File: config.mk
export PLATFORM = sky130hd
export DESIGN_NAME = rr_input_requester
export DESIGN_NICKNAME = d
export VERILOG_FILES = /design/src/rtl/rr_input_requester.sv
export SDC_FILE = /design/constraint.sdc
export NUM_CORES = 1
export LEC_CHECK = 0
export ABC_AREA = 1
export CAP_MARGIN = 40
export CORE_ASPECT_RATIO = 0.75
export CORE_MARGIN = 2
export CORE_UTILIZATION = 60
export CTS_BUF_LIST = sky130_fd_sc_hd__clkbuf_16
export CTS_CLUSTER_DIAMETER = 60
export DETAILED_ROUTE_END_ITERATION = 10
export HOLD_SLACK_MARGIN = 0.12
export PLACE_DENSITY = 0.93
export REMOVE_ABC_BUFFERS = 1
export SYNTH_ARGS = -nofsm -noshare
export SYNTH_HDL_FRONTEND = slang
export SYNTH_SLANG_ARGS = --single-unit
export TNS_END_PERCENT = 1
File: constraint.sdc
create_clock -name CLK -period 4.2 [get_ports CLK]
set_input_delay 0.63 -clock CLK [delete_from_list [all_inputs] [get_ports CLK]]
set_output_delay 0.63 -clock CLK [all_outputs]
set_load 0.01 [all_outputs]
File: src/rtl/rr_input_requester.sv
// Input-port requester for a round-robin matrix arbiter: buffers flits, decodes the head
// flit destination, requests the owning output and forwards granted flits under credit control.
module rr_input_requester #(
  parameter int FLIT_W  = 34,
  parameter int N_OUT   = 2,
  parameter int SEL_W   = 1,
  parameter int DEPTH   = 4,
  parameter int CREDITS = 4,
  parameter int CRED_W  = 3
) (
  input  logic              CLK,
  input  logic              RST,
  input  logic              in_valid,
  input  logic [FLIT_W-1:0] in_flit,
  output logic              in_ready,
  output logic [N_OUT-1:0]  request_vector,
  input  logic [N_OUT-1:0]  grant_vector,
  output logic              out_valid,
  output logic [FLIT_W-1:0] out_flit,
  output logic [N_OUT-1:0]  out_port,
  input  logic [N_OUT-1:0]  credit_in,
  output logic              err_drop
);

  localparam int PTR_W = $clog2(DEPTH);
  localparam int CNT_W = PTR_W + 1;

  localparam logic [0:0] IDLE   = 1'b0;
  localparam logic [0:0] ACTIVE = 1'b1;

  logic [FLIT_W-1:0] mem [DEPTH];
  logic [PTR_W-1:0]  wr_ptr;
  logic [PTR_W-1:0]  rd_ptr;
  logic [CNT_W-1:0]  count;

  logic [0:0]        state;
  logic [SEL_W-1:0]  dest_q;
  logic [CRED_W-1:0] credit [N_OUT];

  logic [FLIT_W-1:0] head_flit;
  logic [1:0]        head_type;
  logic [SEL_W-1:0]  head_dest;
  logic              fifo_empty;
  logic              fifo_full;
  logic              push;
  logic              pop;
  logic              drop;
  logic              send;
  logic              req_active;
  logic              dest_ok;
  logic [N_OUT-1:0]  dest_onehot;
  logic [N_OUT-1:0]  send_onehot;

  assign head_flit  = mem[rd_ptr];
  assign head_type  = head_flit[FLIT_W-1:FLIT_W-2];
  assign head_dest  = head_flit[SEL_W-1:0];
  assign fifo_empty = (count == '0);
  assign fifo_full  = (count == CNT_W'(DEPTH));
  assign in_ready   = RST && !fifo_full;
  assign push       = in_valid && in_ready;

  // A destination index is legal only if it names one of the existing output arbiters.
  always_comb begin
    dest_ok = 1'b0;
    for (int i = 0; i < N_OUT; i++) begin
      if (head_dest == SEL_W'(i)) dest_ok = 1'b1;
    end
  end

  // Request is held only while a flit is waiting and the locked output has a free slot.
  always_comb begin
    dest_onehot    = N_OUT'(1) << dest_q;
    req_active     = (state == ACTIVE) && !fifo_empty && (credit[dest_q] != '0);
    request_vector = req_active ? dest_onehot : '0;
    send           = req_active && grant_vector[dest_q];
    send_onehot    = send ? dest_onehot : '0;
    drop           = (state == IDLE) && !fifo_empty && !(head_type[0] && dest_ok);
    pop            = send || drop;
  end

  always_ff @(posedge CLK) begin
    if (push) mem[wr_ptr] <= in_flit;
  end

  always_ff @(posedge CLK or negedge RST) begin
    if (!RST) begin
      wr_ptr <= '0;
      rd_ptr <= '0;
      count  <= '0;
    end else begin
      if (push) wr_ptr <= wr_ptr + PTR_W'(1);
      if (pop)  rd_ptr <= rd_ptr + PTR_W'(1);
      case ({push, pop})
        2'b10:   count <= count + CNT_W'(1);
        2'b01:   count <= count - CNT_W'(1);
        default: count <= count;
      endcase
    end
  end

  // The packet stays locked to dest_q until its tail (or single) flit has been sent.
  always_ff @(posedge CLK or negedge RST) begin
    if (!RST) begin
      state    <= IDLE;
      dest_q   <= '0;
      err_drop <= 1'b0;
    end else begin
      if (drop) err_drop <= 1'b1;
      case (state)
        IDLE: begin
          if (!fifo_empty && head_type[0] && dest_ok) begin
            dest_q <= head_dest;
            state  <= ACTIVE;
          end
        end
        ACTIVE: begin
          if (send && head_type[1]) state <= IDLE;
        end
        default: state <= IDLE;
      endcase
    end
  end

  always_ff @(posedge CLK or negedge RST) begin
    if (!RST) begin
      out_valid <= 1'b0;
      out_flit  <= '0;
      out_port  <= '0;
    end else begin
      out_valid <= send;
      if (send) begin
        out_flit <= head_flit;
        out_port <= dest_onehot;
      end
    end
  end

  // A return and a send on the same output cancel; returns saturate at the buffer size.
  always_ff @(posedge CLK or negedge RST) begin
    if (!RST) begin
      for (int i = 0; i < N_OUT; i++) credit[i] <= CRED_W'(CREDITS);
    end else begin
      for (int i = 0; i < N_OUT; i++) begin
        if (credit_in[i] && !send_onehot[i]) begin
          if (credit[i] != CRED_W'(CREDITS)) credit[i] <= credit[i] + CRED_W'(1);
        end else if (!credit_in[i] && send_onehot[i]) begin
          credit[i] <= credit[i] - CRED_W'(1);
        end
      end
    end
  end

endmodule

Yosys cells after proc, flatten, opt, wreduce, memory -nomap -nowiden
Memory sizes are Yosys's and may differ from the RTL's.
Index checks and enable logic that the tools add are counted.
- magnitude comparators: 2
- multiplexer cells: 19
- bitwise logic cells: 2
- add/sub/neg operators: 8
- shifts and indexed selects: 1
- equal/unequal tests: 7
- reduce and logical (&&, ||, !) cells: 29
- operators with widths (cell ; number):
    two-way mux 3 bit ; 9
    logical AND 1 bit ; 13
    adder 3 x 1 -> 3 bit (second input constant) ; 3
    subtractor 3 x 1 -> 3 bit (second input constant) ; 3
    logical NOT 1 bit ; 7
    two-way mux 1 bit ; 6
    inequality test 3 bit (second input constant) ; 2
    one-hot mux 3 bit (2 select lines) ; 1
    AND reduction 2 bit ; 3
    nonzero test 2 bit ; 3
    adder 2 x 1 -> 2 bit (second input constant) ; 2
    two-way mux 2 bit ; 2
    inequality test 2 x 1 -> 1 bit (second input constant) ; 2
    == test 3 bit (second input constant) ; 1
    logical NOT 3 bit ; 1
    nonzero test 3 bit ; 1
    == test 2 x 1 -> 1 bit (second input constant) ; 1
    == test 2 bit (second input constant) ; 1
    greater-or-equal comparator 2 bit (second input constant) ; 1
    < comparator 1 x 2 -> 1 bit (second input constant) ; 1
    inverter 1 -> 2 bit ; 1
    one-hot mux 1 bit (2 select lines) ; 1
    left shift 1 x 1 -> 2 bit (first input constant) ; 1
    logical OR 1 bit ; 1
    inverter 1 bit ; 1
- bits of input ports: 41
- memory bits (writable): 136
- output and inout port bits: 41
- memories: 1
- register bits after elaboration: 53
- logic and storage cells: 80
- memory list (name ; words ; bits a word ; rd ports ; clocked after memory_dff ; write ports ; line ; text):
    mem ; 4 ; 34 ; 1 ; 0 ; 1 ; 31 ; logic [FLIT_W-1:0] mem [DEPTH];

Longest topological paths before layout
- depth in word-level cells: 12
- mapped depth: 14
- gate-level depth less buffers: 14

Worst setup path before layout
No wires, ideal clock.
- path kind: in2reg
- from: in RST
- to: mem mem[0][0], enable pin
- arrival time: 2744 ps
- slack: 1031 ps
- library setup time: 425 ps
- cell stages on the path: 3
- buffers on the path: 0
- required time: 3775 ps
- cells stage by stage: a21boi_0 nand2_1 nor2_1
- word-level cells in the longest chain between the ends: 4
- ends and longest elaborated chain (item ; line ; text):
    start, declared ; 12 ; input logic RST,
    logical AND 1 bit ; 59 ; assign in_ready = RST && !fifo_full;
    logical AND 1 bit ; 60 ; assign push = in_valid && in_ready;
    two-way mux 1 bit ; 82 ; if (push) mem[wr_ptr] <= in_flit;
    two-way mux 1 bit (not written as such) ; 82 ;
    end, declared ; 31 ;
No other way between the ends.

Worst setup path after layout
- from: reg rd_ptr[0]
- to: reg count[1]
- word-level cells in the longest chain between the ends: 6
- elaborated cells between the ends (all ways): 8
- classes of those cells: eq/ne: 2; mux: 1; reduce/logical: 4; memory: 1
- ends and longest elaborated chain (item ; line ; text):
    start, declared ; 33 ; logic [PTR_W-1:0] rd_ptr;
    start signal, assigned ; 92 ; if (pop) rd_ptr <= rd_ptr + PTR_W'(1);
    memory (4 x 34 bit) * ; -- ;
    logical NOT 1 bit * ; 77 ; drop = (state == IDLE) && !fifo_empty && !(head_type[0] && dest_ok);
    logical AND 1 bit * ; 77 ;
    logical OR 1 bit * ; 78 ; pop = send || drop;
    == test 2 x 1 -> 1 bit or == test 2 bit (tied branches) ; 93 ; case ({push, pop})
    one-hot mux 3 bit (2 select lines) or nonzero test 2 bit (tied branches) ; -- ;
    end signal, assigned ; 94 ; 2'b10: count <= count + CNT_W'(1);
    end signal, assigned ; 95 ; 2'b01: count <= count - CNT_W'(1);
    end signal, assigned ; 96 ; default: count <= count;
    end, declared ; 34 ; logic [CNT_W-1:0] count;
Mark *: on every way between the ends. The rest lies on a longest branch, timed or not.
A chain may end at the register's enable or synchronous reset.

==> results.ini <==
[synthesis]
ys_seq_elements=189
netlist_top_cells_area=edfxtp_1 56%, dfrtp_1 17%, nor2_1 8.8%
avgSynthCellArea_um2=12.2
synth-edff-count=136
synth_cells=601
yosys.area.top_type=edfxtp_1
synth_cell_types=27
synth-main-ff-cell=edfxtp_1
yosysMostFrequentCell=nor2_1
yosys.area.top_type_share=0.556
synthesis.area_um2=7340
synth_common_cells=173 x nor2_1, 136 x edfxtp_1, 71 x o21ai_0, 51 x dfrtp_1, 46 x nand2_1
seq_area_frac_synth=0.737
synth_warnings=0
synth-async-reset-ratio=0.280

[power]
p_clk_frac=0.251
p_seq_frac=0.407
intPower_mw=4.26
swShare=0.355
p_sw_mw=2.35
irDropWorstVdd_mv=0.407
combPwrFrac=0.342
power_mw=6.61
pwr_density_cell_nw_per_um2=739
p_leak_nw=3.30

[clocking]
cts.sinks=189
cts_inserted_buffers=17
clk_pin_slew_ps=70
cts_setup_buffers=0
cts_resized=0
clock_path_buffers=2
ctsHtreeMaxLevel=4
clockRootBuffer=clkbuf_16
insertion_delay_ps=430
cts_tree=yes
cts_hold_buf=0

[timing]
slew_headroom=0.484
fin_ws_ps=1260
hold_viol_final=0
setup-violations-final=0
rsz0062_at_grt=false
fin_worst_skew_ps=15.6
tightest_slew_ps=771
fin_crit_ps=2940
clock.fmax_mhz=340
slew_violations=0
fin_crit_sh=0.701
tns_ps=0

[global_route]
grt_pass1_wl_um=25800
grt_pass1_vias=5129
grt_overflow=0
grt_max_degree=65
antenna_found_initial=0
grt_usage=0.259

[drt]
routedWlPerCell_um=18.8
first_iter_violations=509
drtAntennaViolNets=0
remaining_drc_errors=0
drt_wl_total_um=16100
dr_total_vias=4936
dr.pass1.iters=5
vias_per_cell=5.76

[critical_path]
reg2reg_slack_ps=1260
critPathLaunch=rd_ptr[0]
crit_type=register to register
endpoint_kind=register
arrival_ps=3250
cp.required_ps=4510
critPathLaunchType=register
cp_max_fo=38
rr_endpoint=count[1]
rr_worst_depth=10
worstReg2RegStart=rd_ptr[0]

[floorplan]
coreArea_um2=11800
ios=82
die_w_um=132
rows=34
start_util=0.623
die_area_um2=13200
dieHeight_um=99.8

[place]
dp_hpwl_um=9680
placed_cells=825
place_congestion=0.810
pre_cts_ws_ps=1370
io_buffer_count=81
placed_area_um2=8340

[layout]
nets=731
syn2layout_area_growth_pct=21.9
fin_cells=857
fin_area_um2=8950
n_antenna_cell=0
drive_gt1_frac=0.0763

[job]
cap_violations=0

[run_status]
status=completed

[hold_path]
hold_path_class=input port to asynchronous set/reset pin

[power by group through the flow]
stage / registers (mW) / logic [mW] / clock network [mW]
after floorplan: 2.80 / 1.15 / 0
after global placement: 2.69 / 2.06 / 0
after detailed placement: 2.71 / 2.21 / 0
after CTS: 2.68 / 2.26 / 1.67
after global routing: 2.73 / 2.50 / 1.75
final: 2.69 / 2.26 / 1.66
[placed cells by master, fill, tap and decap left out, types with 6 or more instances in the layout]
| cell | n |
|---|---|
| a31oi_1 | 31 |
| buf_4 | 8 |
| clkbuf_16 | 17 |
| clkdlybuf4s50_1 | 80 |
| dfrtp_1 | 50 |
| edfxtp_1 | 136 |
| inv_1 | 22 |
| nand2_1 | 46 |
| nand3_1 | 9 |
| nor2_1 | 169 |
| o21ai_0 | 71 |
| xor2_1 | 6 |
[flip-flops by register name (all words and copies together) (netlist names)]
register and count:
mem 136, out_flit 34, credit 6, count 3, out_port 2, rd_ptr 2, wr_ptr 2, dest_q 1
err_drop 1, out_valid 1, state 1
[layer usage]
metal / vias to the layer above / share of wire / global-route usage
met5: - / 0 / 0
met4: 0 / 0.016 / 0.106
met1: 2435 / 0.41 / 0.328
li1: 2240 / - / -
met2: 234 / 0.50 / 0.433
met3: 27 / 0.072 / 0.0687
[kinds of logic (layout without fill, tap and decap cells)]
| logic type | after synthesis | in the layout | share of synthesized area |
|---|---|---|---|
| adder cells (fa/ha/maj) | 8 | 8 | 0.0167 |
| AND/OR/NAND/NOR | 235 | 235 | 0.125 |
| flip-flops | 189 | 189 | 0.737 |
| XOR/XNOR | 7 | 7 | 0.00835 |
| buffers and inverters | 52 | 146 | 0.0300 |
| AO/OA/AOI/OAI | 110 | 110 | 0.0828 |
[worst max path at each step]
stage | endpoint | cells after the start
final | count[1] | 10
after global routing | count[2] | 13
after CTS | count[1] | 10
after detailed placement | count[2] | 11
after global placement | count[2] | 11
after floorplan | count[2] | 12
[metrics by stage]
stage | util | hold slack, ps
detailed placement | 0.707 | 483
global route | 0.760 | 452
floorplan | - | 334
finish | 0.760 | 399
global placement | 0.706 | 469
CTS | 0.760 | 418
[worst max-delay path, cell delays in order (launching register included)]
cell     delay (ps)
dfrtp_2         800
buf_4           500
nand2_1          90
nand3_1         120
nand2_1          80
nand2_1          80
nand2_1         120
ha_1            220
inv_1           100
fa_1            440
o21ai_0         270
[area by class of cell]
class / instances / area [um^2]
multi-input cells: 360 / 1740
inverters: 24 / 92.6
fillers: 669 / 2830
clock buffers: 17 / 425
repair buffers: 90 / 886
clock inverters: 15 / 188
flip-flops and latches: 189 / 5410
well taps: 162 / 203
No activity file was read; power rests on OpenSTA's default activity.
